==> config.mk <==
export PLATFORM = sky130hd
export DESIGN_NAME = pcie_cq_mem_completer_flat
export DESIGN_NICKNAME = d
export VERILOG_FILES = /design/src/rtl/pcie_cq_mem_completer_if.sv /design/src/rtl/pcie_cq_mem_completer.sv /design/src/flat_wrapper.sv
export SDC_FILE = /design/constraint.sdc
export NUM_CORES = 1
export LEC_CHECK = 0
export BUFFER_PORTS_ARGS = -buffer_cell sky130_fd_sc_hd__buf_2
export CORE_AREA = 3 3 326 328
export DETAILED_ROUTE_END_ITERATION = 8
export DIE_AREA = 0 0 329 331
export HOLD_SLACK_MARGIN = 0.06
export PLACE_DENSITY = 0.36
export SYNTH_ARGS = -nofsm -noshare
export SYNTH_HDL_FRONTEND = slang
export SYNTH_SLANG_ARGS = --single-unit
==> constraint.sdc <==
create_clock -name CLK -period 6 [get_ports CLK]
set_clock_uncertainty 0.05 [all_clocks]
set_input_delay 1.2 -clock CLK [delete_from_list [all_inputs] [get_ports CLK]]
set_output_delay 1.2 -clock CLK [all_outputs]
set_load 0.1 [all_outputs]
==> src/rtl/pcie_cq_mem_completer_if.sv <==
// ---------------------------------------------------------------------------
// pcie_cq_mem_completer_if
//   Bundle of the three buses that surround the completer:
//     - CQ  : completer-request AXI-Stream from the PCIe core (into completer)
//     - CC  : completer-completion AXI-Stream back to the core
//     - MEM : 64-bit register memory interface toward the DMA engine tables
//   Modports:
//     master : completer side (consumes CQ, produces CC, drives MEM requests)
//     slave  : environment side (PCIe core + register memory)
// ---------------------------------------------------------------------------
interface pcie_cq_mem_completer_if #(
  parameter int C_BUS_DATA_WIDTH = 256,
  parameter int C_BUS_KEEP_WIDTH = C_BUS_DATA_WIDTH / 32,
  parameter int C_ADDR_WIDTH     = 24,
  parameter int C_DATA_WIDTH     = 64
);
  // CQ stream
  logic [C_BUS_DATA_WIDTH-1:0] S_AXIS_CQ_TDATA;
  logic [84:0]                 S_AXIS_CQ_TUSER;
  logic                        S_AXIS_CQ_TLAST;
  logic [C_BUS_KEEP_WIDTH-1:0] S_AXIS_CQ_TKEEP;
  logic                        S_AXIS_CQ_TVALID;
  logic [21:0]                 S_AXIS_CQ_TREADY;
  // CC stream
  logic [C_BUS_DATA_WIDTH-1:0] M_AXIS_CC_TDATA;
  logic [32:0]                 M_AXIS_CC_TUSER;
  logic                        M_AXIS_CC_TLAST;
  logic [C_BUS_KEEP_WIDTH-1:0] M_AXIS_CC_TKEEP;
  logic                        M_AXIS_CC_TVALID;
  logic [3:0]                  M_AXIS_CC_TREADY;
  // Register memory interface
  logic                        M_MEM_IFACE_EN;
  logic [C_ADDR_WIDTH-1:0]     M_MEM_IFACE_ADDR;
  logic [C_DATA_WIDTH-1:0]     M_MEM_IFACE_DOUT;
  logic [C_DATA_WIDTH-1:0]     M_MEM_IFACE_DIN;
  logic [C_DATA_WIDTH/8-1:0]   M_MEM_IFACE_WE;
  logic                        M_MEM_IFACE_ACK;

  modport master (
    input  S_AXIS_CQ_TDATA, S_AXIS_CQ_TUSER, S_AXIS_CQ_TLAST, S_AXIS_CQ_TKEEP, S_AXIS_CQ_TVALID,
    output S_AXIS_CQ_TREADY,
    output M_AXIS_CC_TDATA, M_AXIS_CC_TUSER, M_AXIS_CC_TLAST, M_AXIS_CC_TKEEP, M_AXIS_CC_TVALID,
    input  M_AXIS_CC_TREADY,
    output M_MEM_IFACE_EN, M_MEM_IFACE_ADDR, M_MEM_IFACE_DOUT, M_MEM_IFACE_WE,
    input  M_MEM_IFACE_DIN, M_MEM_IFACE_ACK
  );

  modport slave (
    output S_AXIS_CQ_TDATA, S_AXIS_CQ_TUSER, S_AXIS_CQ_TLAST, S_AXIS_CQ_TKEEP, S_AXIS_CQ_TVALID,
    input  S_AXIS_CQ_TREADY,
    input  M_AXIS_CC_TDATA, M_AXIS_CC_TUSER, M_AXIS_CC_TLAST, M_AXIS_CC_TKEEP, M_AXIS_CC_TVALID,
    output M_AXIS_CC_TREADY,
    input  M_MEM_IFACE_EN, M_MEM_IFACE_ADDR, M_MEM_IFACE_DOUT, M_MEM_IFACE_WE,
    output M_MEM_IFACE_DIN, M_MEM_IFACE_ACK
  );
endinterface

==> src/rtl/pcie_cq_mem_completer.sv <==
// ---------------------------------------------------------------------------
// pcie_cq_mem_completer
//   Completer for CPU-initiated single-beat 1-DW / 2-DW memory TLPs. A CQ
//   request is decoded on its first beat, turned into one access on the
//   64-bit register memory interface, and for reads answered with a
//   single-beat completion on CC. Unsupported reads get a UR completion,
//   unsupported writes are silently dropped. One request in flight at a time.
// Ports:
//   CLK, RST_N : clock, asynchronous active-low reset
//   bus        : pcie_cq_mem_completer_if.master (CQ in, CC out, MEM out)
// Optional build macro:
//   PCIE_CQ_ACK_TIMEOUT_EN : abandon a memory access after C_ACK_TIMEOUT
//                            cycles without ACK (reads complete with CA).
// ---------------------------------------------------------------------------
module pcie_cq_mem_completer #(
  parameter int C_BUS_DATA_WIDTH = 256,
  parameter int C_BUS_KEEP_WIDTH = C_BUS_DATA_WIDTH / 32,
  parameter int C_ADDR_WIDTH     = 24,
  parameter int C_DATA_WIDTH     = 64,
  parameter int C_BAR_ID         = 0,
  parameter int C_ACK_TIMEOUT    = 1024
) (
  input logic CLK,
  input logic RST_N,
  pcie_cq_mem_completer_if.master bus
);

  typedef enum logic [1:0] {IDLE = 2'd0, DRAIN = 2'd1, MEM = 2'd2, CPL = 2'd3} state_t;
  typedef enum logic [1:0] {ACT_NONE = 2'd0, ACT_MEM = 2'd1, ACT_UR = 2'd2} act_t;

  localparam logic [2:0] ST_SC = 3'b000;
  localparam logic [2:0] ST_UR = 3'b001;
  localparam logic [2:0] ST_CA = 3'b100;

  state_t      state_reg, state_next;
  act_t        pend_reg, pend_next, act_dec;
  logic [2:0]  status_reg, status_next;
  logic        run_reg;
  logic        tready_int, cq_hs;

  // Request fields captured on the first beat
  logic [C_ADDR_WIDTH-1:0] addr_reg;
  logic                    read_reg, dw2_reg;
  logic [10:0]             dw_cnt_reg;
  logic [3:0]              first_be_reg, last_be_reg;
  logic [15:0]             req_id_reg;
  logic [7:0]              tag_reg;
  logic [2:0]              tc_reg, attr_reg;
  logic [7:0]              we_reg;
  logic [63:0]             wdata_reg, rdata_reg;

  // First-beat decode
  logic [3:0]  req_type;
  logic [10:0] req_dw;
  logic [2:0]  req_bar;
  logic [3:0]  cq_first_be, cq_last_be;
  logic [31:0] cq_dw0;
  logic        is_read, is_write, supported;

  assign req_type    = bus.S_AXIS_CQ_TDATA[78:75];
  assign req_dw      = bus.S_AXIS_CQ_TDATA[74:64];
  assign req_bar     = bus.S_AXIS_CQ_TDATA[114:112];
  assign cq_first_be = bus.S_AXIS_CQ_TUSER[3:0];
  assign cq_last_be  = bus.S_AXIS_CQ_TUSER[7:4];
  assign cq_dw0      = bus.S_AXIS_CQ_TDATA[159:128];
  assign is_read     = (req_type == 4'b0000);
  assign is_write    = (req_type == 4'b0001);
  // 2-DW accesses must not straddle a 64-bit word (byte address bit 2 clear)
  assign supported   = (is_read || is_write) && (req_bar == 3'(C_BAR_ID)) &&
                       ((req_dw == 11'd1) || ((req_dw == 11'd2) && !bus.S_AXIS_CQ_TDATA[2]));

  always_comb begin
    act_dec = ACT_NONE;
    if (supported)    act_dec = ACT_MEM;
    else if (is_read) act_dec = ACT_UR;
  end

  // run_reg keeps TREADY low while in reset and for the first cycle after it
  assign tready_int = run_reg && ((state_reg == IDLE) || (state_reg == DRAIN));
  assign cq_hs      = tready_int && bus.S_AXIS_CQ_TVALID;

  function automatic state_t act_to_state(input act_t a);
    case (a)
      ACT_MEM: return MEM;
      ACT_UR:  return CPL;
      default: return IDLE;
    endcase
  endfunction

  // Zero enables below the lowest set bit
  function automatic logic [1:0] low_zeros(input logic [3:0] be);
    casez (be)
      4'b???1: return 2'd0;
      4'b??10: return 2'd1;
      4'b?100: return 2'd2;
      4'b1000: return 2'd3;
      default: return 2'd0;
    endcase
  endfunction

  // Zero enables above the highest set bit
  function automatic logic [1:0] high_zeros(input logic [3:0] be);
    casez (be)
      4'b1???: return 2'd0;
      4'b01??: return 2'd1;
      4'b001?: return 2'd2;
      4'b0001: return 2'd3;
      default: return 2'd0;
    endcase
  endfunction

`ifdef PCIE_CQ_ACK_TIMEOUT_EN
  localparam int CNT_W = $clog2(C_ACK_TIMEOUT + 1);
  logic [CNT_W-1:0] cnt_reg;
  logic             timeout_hit;

  always_ff @(posedge CLK or negedge RST_N) begin
    if (!RST_N)                 cnt_reg <= '0;
    else if (state_reg != MEM)  cnt_reg <= '0;
    else                        cnt_reg <= cnt_reg + 1'b1;
  end

  assign timeout_hit = (cnt_reg == CNT_W'(C_ACK_TIMEOUT - 1));
`else
  localparam int unused_timeout = C_ACK_TIMEOUT;
`endif

  // State register
  always_ff @(posedge CLK or negedge RST_N) begin
    if (!RST_N) begin
      state_reg  <= IDLE;
      pend_reg   <= ACT_NONE;
      status_reg <= ST_SC;
      run_reg    <= 1'b0;
    end else begin
      state_reg  <= state_next;
      pend_reg   <= pend_next;
      status_reg <= status_next;
      run_reg    <= 1'b1;
    end
  end

  // Next-state logic
  always_comb begin
    state_next  = state_reg;
    pend_next   = pend_reg;
    status_next = status_reg;
    case (state_reg)
      IDLE: begin
        if (cq_hs) begin
          status_next = supported ? ST_SC : ST_UR;
          // Multi-beat TLPs are swallowed first; the decoded action waits
          if (!bus.S_AXIS_CQ_TLAST) begin
            state_next = DRAIN;
            pend_next  = act_dec;
          end else begin
            state_next = act_to_state(act_dec);
          end
        end
      end
      DRAIN: begin
        if (cq_hs && bus.S_AXIS_CQ_TLAST) state_next = act_to_state(pend_reg);
      end
      MEM: begin
        if (bus.M_MEM_IFACE_ACK) begin
          state_next = read_reg ? CPL : IDLE;
        end
`ifdef PCIE_CQ_ACK_TIMEOUT_EN
        else if (timeout_hit) begin
          state_next  = read_reg ? CPL : IDLE;
          status_next = ST_CA;
        end
`endif
      end
      CPL: begin
        if (bus.M_AXIS_CC_TREADY[0]) state_next = IDLE;
      end
      default: state_next = IDLE;
    endcase
  end

  // Request capture and read data latch
  always_ff @(posedge CLK or negedge RST_N) begin
    if (!RST_N) begin
      addr_reg     <= '0;
      read_reg     <= 1'b0;
      dw2_reg      <= 1'b0;
      dw_cnt_reg   <= '0;
      first_be_reg <= '0;
      last_be_reg  <= '0;
      req_id_reg   <= '0;
      tag_reg      <= '0;
      tc_reg       <= '0;
      attr_reg     <= '0;
      we_reg       <= '0;
      wdata_reg    <= '0;
      rdata_reg    <= '0;
    end else begin
      if ((state_reg == IDLE) && cq_hs) begin
        addr_reg     <= {bus.S_AXIS_CQ_TDATA[C_ADDR_WIDTH-1:2], 2'b00};
        read_reg     <= is_read;
        dw2_reg      <= (req_dw == 11'd2);
        dw_cnt_reg   <= req_dw;
        first_be_reg <= cq_first_be;
        last_be_reg  <= cq_last_be;
        req_id_reg   <= bus.S_AXIS_CQ_TDATA[95:80];
        tag_reg      <= bus.S_AXIS_CQ_TDATA[103:96];
        tc_reg       <= bus.S_AXIS_CQ_TDATA[123:121];
        attr_reg     <= bus.S_AXIS_CQ_TDATA[126:124];
        if (req_dw == 11'd2) begin
          we_reg    <= {cq_last_be, cq_first_be};
          wdata_reg <= bus.S_AXIS_CQ_TDATA[191:128];
        end else if (bus.S_AXIS_CQ_TDATA[2]) begin
          we_reg    <= {cq_first_be, 4'h0};
          wdata_reg <= {cq_dw0, 32'h0};
        end else begin
          we_reg    <= {4'h0, cq_first_be};
          wdata_reg <= {32'h0, cq_dw0};
        end
      end
      if ((state_reg == MEM) && bus.M_MEM_IFACE_ACK) rdata_reg <= bus.M_MEM_IFACE_DIN;
    end
  end

  // Memory interface: held stable for the whole MEM state
  assign bus.M_MEM_IFACE_EN   = (state_reg == MEM);
  assign bus.M_MEM_IFACE_ADDR = (state_reg == MEM) ? {addr_reg[C_ADDR_WIDTH-1:3], 3'b000} : '0;
  assign bus.M_MEM_IFACE_WE   = ((state_reg == MEM) && !read_reg) ? we_reg : '0;
  assign bus.M_MEM_IFACE_DOUT = (state_reg == MEM) ? wdata_reg : '0;

  assign bus.S_AXIS_CQ_TREADY = {22{tready_int}};

  // Completion build
  logic [1:0]  lz_first, hz_first, hz_last;
  logic [12:0] byte_count;
  logic [C_BUS_DATA_WIDTH-1:0] cc_data;
  logic [C_BUS_KEEP_WIDTH-1:0] cc_keep;

  assign lz_first = low_zeros(first_be_reg);
  assign hz_first = high_zeros(first_be_reg);
  assign hz_last  = high_zeros(last_be_reg);

  always_comb begin
    if (dw2_reg)                    byte_count = 13'd8 - 13'(lz_first) - 13'(hz_last);
    else if (first_be_reg == 4'h0)  byte_count = 13'd1;
    else                            byte_count = 13'd4 - 13'(lz_first) - 13'(hz_first);
  end

  always_comb begin
    cc_data = '0;
    cc_keep = '0;
    if (state_reg == CPL) begin
      cc_data[6:0]   = {addr_reg[6:2], lz_first};
      cc_data[28:16] = (status_reg == ST_SC) ? byte_count : 13'd0;
      cc_data[42:32] = (status_reg == ST_CA) ? 11'd0 : dw_cnt_reg;
      cc_data[45:43] = status_reg;
      cc_data[63:48] = req_id_reg;
      cc_data[71:64] = tag_reg;
      cc_data[91:89] = tc_reg;
      cc_data[94:92] = attr_reg;
      if (status_reg != ST_SC) begin
        cc_keep = C_BUS_KEEP_WIDTH'(8'h07);
      end else if (dw2_reg) begin
        cc_data[159:96] = rdata_reg;
        cc_keep         = C_BUS_KEEP_WIDTH'(8'h1F);
      end else begin
        cc_data[127:96] = addr_reg[2] ? rdata_reg[63:32] : rdata_reg[31:0];
        cc_keep         = C_BUS_KEEP_WIDTH'(8'h0F);
      end
    end
  end

  assign bus.M_AXIS_CC_TDATA  = cc_data;
  assign bus.M_AXIS_CC_TKEEP  = cc_keep;
  assign bus.M_AXIS_CC_TVALID = (state_reg == CPL);
  assign bus.M_AXIS_CC_TLAST  = (state_reg == CPL);
  assign bus.M_AXIS_CC_TUSER  = '0;

  // Inputs only partly consumed
  logic unused_inputs;
  assign unused_inputs = ^{bus.S_AXIS_CQ_TDATA, bus.S_AXIS_CQ_TUSER, bus.S_AXIS_CQ_TKEEP,
                           bus.M_AXIS_CC_TREADY};

endmodule
==> src/flat_wrapper.sv <==
// flat-port wrapper written by rule: the top's interface ports become plain ports
module pcie_cq_mem_completer_flat 
#(
  parameter int C_BUS_DATA_WIDTH = 256,
  parameter int C_BUS_KEEP_WIDTH = C_BUS_DATA_WIDTH / 32,
  parameter int C_ADDR_WIDTH     = 24,
  parameter int C_DATA_WIDTH     = 64,
  parameter int C_BAR_ID         = 0,
  parameter int C_ACK_TIMEOUT    = 1024
)
  (CLK, RST_N, bus_S_AXIS_CQ_TDATA, bus_S_AXIS_CQ_TUSER, bus_S_AXIS_CQ_TLAST, bus_S_AXIS_CQ_TKEEP, bus_S_AXIS_CQ_TVALID, bus_S_AXIS_CQ_TREADY, bus_M_AXIS_CC_TDATA, bus_M_AXIS_CC_TUSER, bus_M_AXIS_CC_TLAST, bus_M_AXIS_CC_TKEEP, bus_M_AXIS_CC_TVALID, bus_M_AXIS_CC_TREADY, bus_M_MEM_IFACE_EN, bus_M_MEM_IFACE_ADDR, bus_M_MEM_IFACE_DOUT, bus_M_MEM_IFACE_WE, bus_M_MEM_IFACE_DIN, bus_M_MEM_IFACE_ACK);
  pcie_cq_mem_completer_if #(.C_BUS_DATA_WIDTH(C_BUS_DATA_WIDTH), .C_BUS_KEEP_WIDTH(C_BUS_KEEP_WIDTH), .C_ADDR_WIDTH(C_ADDR_WIDTH), .C_DATA_WIDTH(C_DATA_WIDTH)) bus_i ();
  input logic CLK;
  input logic RST_N;
  input wire logic [$bits(bus_i.S_AXIS_CQ_TDATA)-1:0] bus_S_AXIS_CQ_TDATA;
  input wire logic [$bits(bus_i.S_AXIS_CQ_TUSER)-1:0] bus_S_AXIS_CQ_TUSER;
  input wire logic [$bits(bus_i.S_AXIS_CQ_TLAST)-1:0] bus_S_AXIS_CQ_TLAST;
  input wire logic [$bits(bus_i.S_AXIS_CQ_TKEEP)-1:0] bus_S_AXIS_CQ_TKEEP;
  input wire logic [$bits(bus_i.S_AXIS_CQ_TVALID)-1:0] bus_S_AXIS_CQ_TVALID;
  output wire logic [$bits(bus_i.S_AXIS_CQ_TREADY)-1:0] bus_S_AXIS_CQ_TREADY;
  output wire logic [$bits(bus_i.M_AXIS_CC_TDATA)-1:0] bus_M_AXIS_CC_TDATA;
  output wire logic [$bits(bus_i.M_AXIS_CC_TUSER)-1:0] bus_M_AXIS_CC_TUSER;
  output wire logic [$bits(bus_i.M_AXIS_CC_TLAST)-1:0] bus_M_AXIS_CC_TLAST;
  output wire logic [$bits(bus_i.M_AXIS_CC_TKEEP)-1:0] bus_M_AXIS_CC_TKEEP;
  output wire logic [$bits(bus_i.M_AXIS_CC_TVALID)-1:0] bus_M_AXIS_CC_TVALID;
  input wire logic [$bits(bus_i.M_AXIS_CC_TREADY)-1:0] bus_M_AXIS_CC_TREADY;
  output wire logic [$bits(bus_i.M_MEM_IFACE_EN)-1:0] bus_M_MEM_IFACE_EN;
  output wire logic [$bits(bus_i.M_MEM_IFACE_ADDR)-1:0] bus_M_MEM_IFACE_ADDR;
  output wire logic [$bits(bus_i.M_MEM_IFACE_DOUT)-1:0] bus_M_MEM_IFACE_DOUT;
  output wire logic [$bits(bus_i.M_MEM_IFACE_WE)-1:0] bus_M_MEM_IFACE_WE;
  input wire logic [$bits(bus_i.M_MEM_IFACE_DIN)-1:0] bus_M_MEM_IFACE_DIN;
  input wire logic [$bits(bus_i.M_MEM_IFACE_ACK)-1:0] bus_M_MEM_IFACE_ACK;
  assign bus_i.S_AXIS_CQ_TDATA = bus_S_AXIS_CQ_TDATA;
  assign bus_i.S_AXIS_CQ_TUSER = bus_S_AXIS_CQ_TUSER;
  assign bus_i.S_AXIS_CQ_TLAST = bus_S_AXIS_CQ_TLAST;
  assign bus_i.S_AXIS_CQ_TKEEP = bus_S_AXIS_CQ_TKEEP;
  assign bus_i.S_AXIS_CQ_TVALID = bus_S_AXIS_CQ_TVALID;
  assign bus_S_AXIS_CQ_TREADY = bus_i.S_AXIS_CQ_TREADY;
  assign bus_M_AXIS_CC_TDATA = bus_i.M_AXIS_CC_TDATA;
  assign bus_M_AXIS_CC_TUSER = bus_i.M_AXIS_CC_TUSER;
  assign bus_M_AXIS_CC_TLAST = bus_i.M_AXIS_CC_TLAST;
  assign bus_M_AXIS_CC_TKEEP = bus_i.M_AXIS_CC_TKEEP;
  assign bus_M_AXIS_CC_TVALID = bus_i.M_AXIS_CC_TVALID;
  assign bus_i.M_AXIS_CC_TREADY = bus_M_AXIS_CC_TREADY;
  assign bus_M_MEM_IFACE_EN = bus_i.M_MEM_IFACE_EN;
  assign bus_M_MEM_IFACE_ADDR = bus_i.M_MEM_IFACE_ADDR;
  assign bus_M_MEM_IFACE_DOUT = bus_i.M_MEM_IFACE_DOUT;
  assign bus_M_MEM_IFACE_WE = bus_i.M_MEM_IFACE_WE;
  assign bus_i.M_MEM_IFACE_DIN = bus_M_MEM_IFACE_DIN;
  assign bus_i.M_MEM_IFACE_ACK = bus_M_MEM_IFACE_ACK;
  pcie_cq_mem_completer #(.C_BUS_DATA_WIDTH(C_BUS_DATA_WIDTH), .C_BUS_KEEP_WIDTH(C_BUS_KEEP_WIDTH), .C_ADDR_WIDTH(C_ADDR_WIDTH), .C_DATA_WIDTH(C_DATA_WIDTH), .C_BAR_ID(C_BAR_ID), .C_ACK_TIMEOUT(C_ACK_TIMEOUT)) u_core (.CLK(CLK), .RST_N(RST_N), .bus(bus_i));
endmodule
==> metrics.md <==
| Metric | Value |
|---|---|
| Status | complete, no violations |
| Gr usage total | around 8.6% |
| Synth area leader | dfrtp_1 |
| DRT iter0 DRCs | around 430 |
| IO Port Bufs | 460 |
| Area of the multi-input gates | 5570 µm² |
| Initial antenna violation count | 14 |
| Leak Pwr | approximately 0.0086 µW |
| Initial Util | 11.8% |
| Final HPWL DP | between 30000 and 40000 µm |
| Die area | about 110000 µm² |
| CP max FO | 11 |
| Total power | between 8000 and 9000 µW |
| Hold Path End | u_core.addr_reg[16] |
| Yosys reg bits | ~220 |
| Slew @ Worst Pin | approximately 1100 ps |
| WP data required | ~4800 ps |
| Share of layout cells above drive strength 1 | approximately 34% |
| Via density | 3.18 |
| Pin count of the biggest net entering global routing | ~110 |
| H-tree depth | 1 |
| Top cells by area, synth | dfrtp_1 44%, buf_4 12%, nand2_1 9.8%, and2_1 8.1%, mux2_2 5.9% |
| R2r setup slk | roughly 2500 ps |
| Synth Cell Area | between 10000 and 15000 µm² |
| Hold path cells | 2 |
| Reg-to-reg endpoint | u_core.rdata_reg[55] |
| Total Wirelength | 49800 µm |
| Post-CTS Setup Repair Bufs | 0 |
| Fin crit share | between 80% and 90% |
| Final setup fails | 0 |
| Max clock buf depth | 3 |
| TritonCTS Buffers | 31 |
| Worst R2R Path Depth | 5 |
| CP Launch Type | flip-flop |
| Clock latency on the worst-skew pair | roughly 580 ps |
| Post-CTS Resized | 0 |
| Filler instances | between 10000 and 15000 |
| CTS tree | yes |
| Clock-pin slew on the worst setup and hold paths | 60 ps |
| Max Cap Viol | 0 |
| Warnings from Yosys | 0 |
| DR pass1 iterations | 4 |
| Count of different cell masters after synthesis | 54 |
| Peak supply drop | ~0.24 mV |
| Sequential area share after synthesis | between 40% and 50% |
| Setup TNS | 0 ps |
| Area Overhead vs Synth | 32.3% |
| Overflow after GRT | 0 |
| Routability cong. | 0.709 |
| Vias | between 9000 and 10000 |
| Hold path start | u_core.addr_reg[16] |
| Die Height | approximately 330 µm |
| Syn Area/Cell | ~9.1 µm² |
| Max Freq | slightly above 200 MHz |
| Top cell type's share of synthesized area | 44.0% |
| First-pass GRT wire length | approximately 70000 µm |
| Critical path class | reg2out |
| Gate Count Post-Synth | approximately 1300 |
| Die Wd | roughly 330 µm |
| Clock Sinks | 215 |
| Most frequent cell after synthesis | nand2_1 |
| Post-synth EDFFs | 0 |
| Routed Antenna Nets | 0 |
| Routed WL per cell | approximately 16 µm |
| Cell row count | between 100 and 150 |
| Core area | 103000 µm² |
| Fin. Hold Viols | 0 |
| WP data arrival | approximately 3600 ps |
| Root buffer cell | clkbuf_16 |
| FFs w/ async S/R, synth | 100% |
| Final Max Tran Viols | 0 |
| Tmin final | 4880 ps |
| PwrDens | 533 nW/µm² |
| Vias in the first global route | between 10000 and 15000 |
| Unrepaired setup endpoints after global routing | false |
| Most frequent cells after synthesis | 320 x nand2_1, 215 x dfrtp_1, 202 x buf_4 |
| R2r startpoint | u_core.state_reg[1] |
| CTS Hold Buffers Added | 0 |
| Fin nets | about 2200 |
| Worst min path class | reg2reg |
| Register area | about 5400 µm² |
| CP Capture Type | primary output |
| DRC | 0 |
| I/O pin total | 840 |
| Worst slew margin | between 20% and 30% |
| Most used DFF post-synth | dfrtp_1 |
-- cell families (layout without fill, tap and decap cells) --
| kind of cell | after synthesis | in the layout | synth area share (%) |
|---|---|---|---|
| fa+ha+maj | 7 | 7 | 0.901 |
| xor+xnor | 1 | 1 | 0.0717 |
| mux | 96 | 96 | 8.52 |
| compound gates | 143 | 143 | 7.68 |
| flops | 215 | 215 | 44.0 |
| other cells | 2 | 174 | 0.0615 |
| simple gates | 578 | 578 | 22.8 |
| buf+inv | 300 | 544 | 15.9 |
-- power breakdown --
part,switching (µW),internal [µW]
registers,388,2140
clock network,757,1080
logic,3310,937
-- stage by stage --
| stage | setup slack, ps | std cells | instance area, µm² | util, % | hold WS (ps) |
|---|---|---|---|---|---|
| after floorplan | 702 | 1510 | 12900 | - | 387 |
| after global placement | 1630 | 3077 | 15200 | 14.7 | 401 |
| after detailed placement | 1600 | 3077 | 15200 | 14.7 | 405 |
| after CTS | 895 | 3134 | 16200 | 15.6 | 419 |
| after global routing | 723 | 3134 | 16200 | 15.6 | 430 |
| final | 1120 | 3138 | 16200 | 15.6 | 413 |
-- metal layers --
metal | global-route usage [%] | share of wire [%] | up-vias
li1 | - | - | 4789
met1 | 10.7 | 42 | 4744
met2 | 14.1 | 46 | 378
met3 | 2.94 | 9.3 | 63
met4 | 2.50 | 2.3 | 14
met5 | 0 | 0.18 | -
-- worst max path at each step --
| stage | startpoint | endpoint | slack, ps | cells after the start |
|---|---|---|---|---|
| after floorplan | u_core.first_be_reg[3] | bus_M_AXIS_CC_TDATA[22] | 700 | 9 |
| after CTS | u_core.first_be_reg[3] | bus_M_AXIS_CC_TDATA[24] | 900 | 8 |
| after global routing | u_core.first_be_reg[3] | bus_M_AXIS_CC_TDATA[28] | 720 | 8 |
| after global placement | u_core.first_be_reg[3] | bus_M_AXIS_CC_TDATA[24] | 1630 | 8 |
| after detailed placement | u_core.first_be_reg[3] | bus_M_AXIS_CC_TDATA[24] | 1600 | 8 |
| final | u_core.first_be_reg[3] | bus_M_AXIS_CC_TDATA[24] | 1120 | 8 |
-- layout by cell type (no fill, tap or decap), types with 3 or more instances in the layout --
cell type,synthesis,final
nor3_1,8,7
nand2_1,320,320
ha_1,4,4
mux2_2,64,64
clkinv_4,0,3
nand4_1,4,4
fa_1,3,3
clkbuf_16,0,31
a22o_1,36,36
nor2_1,14,13
o21ai_0,42,42
o211ai_1,8,8
inv_1,10,10
conb_1,2,170
diode_2,0,4
clkinv_2,0,7
buf_4,202,16
mux2i_1,32,32
clkbuf_1,53,10
dfrtp_1,215,213
buf_2,28,459
clkbuf_8,0,4
and2_1,158,158
a21oi_1,39,39
nor2b_1,9,7
and3_1,47,47
-- cell type report --
class | instances | share of cell area (%)
Clock inverter | 12 | 0.751
Tap cell | 1380 | 10.7
Sequential cell | 215 | 33.3
Clock buffer | 45 | 5.37
Timing Repair Buffer | 477 | 15.2
Inverter | 10 | 0.232
Antenna cell | 4 | 0.0619
Multi-Input combinational cell | 995 | 34.4
-- critical path, stage by stage (launching register included) --
cell and delay (ps):
dfrtp_1 480, nor2b_1 170, o21bai_1 460, ha_1 360, inv_1 130, fa_1 200, ha_1 130, nor4b_2 540
buf_2 550
Power figures use the tool's default switching activity.
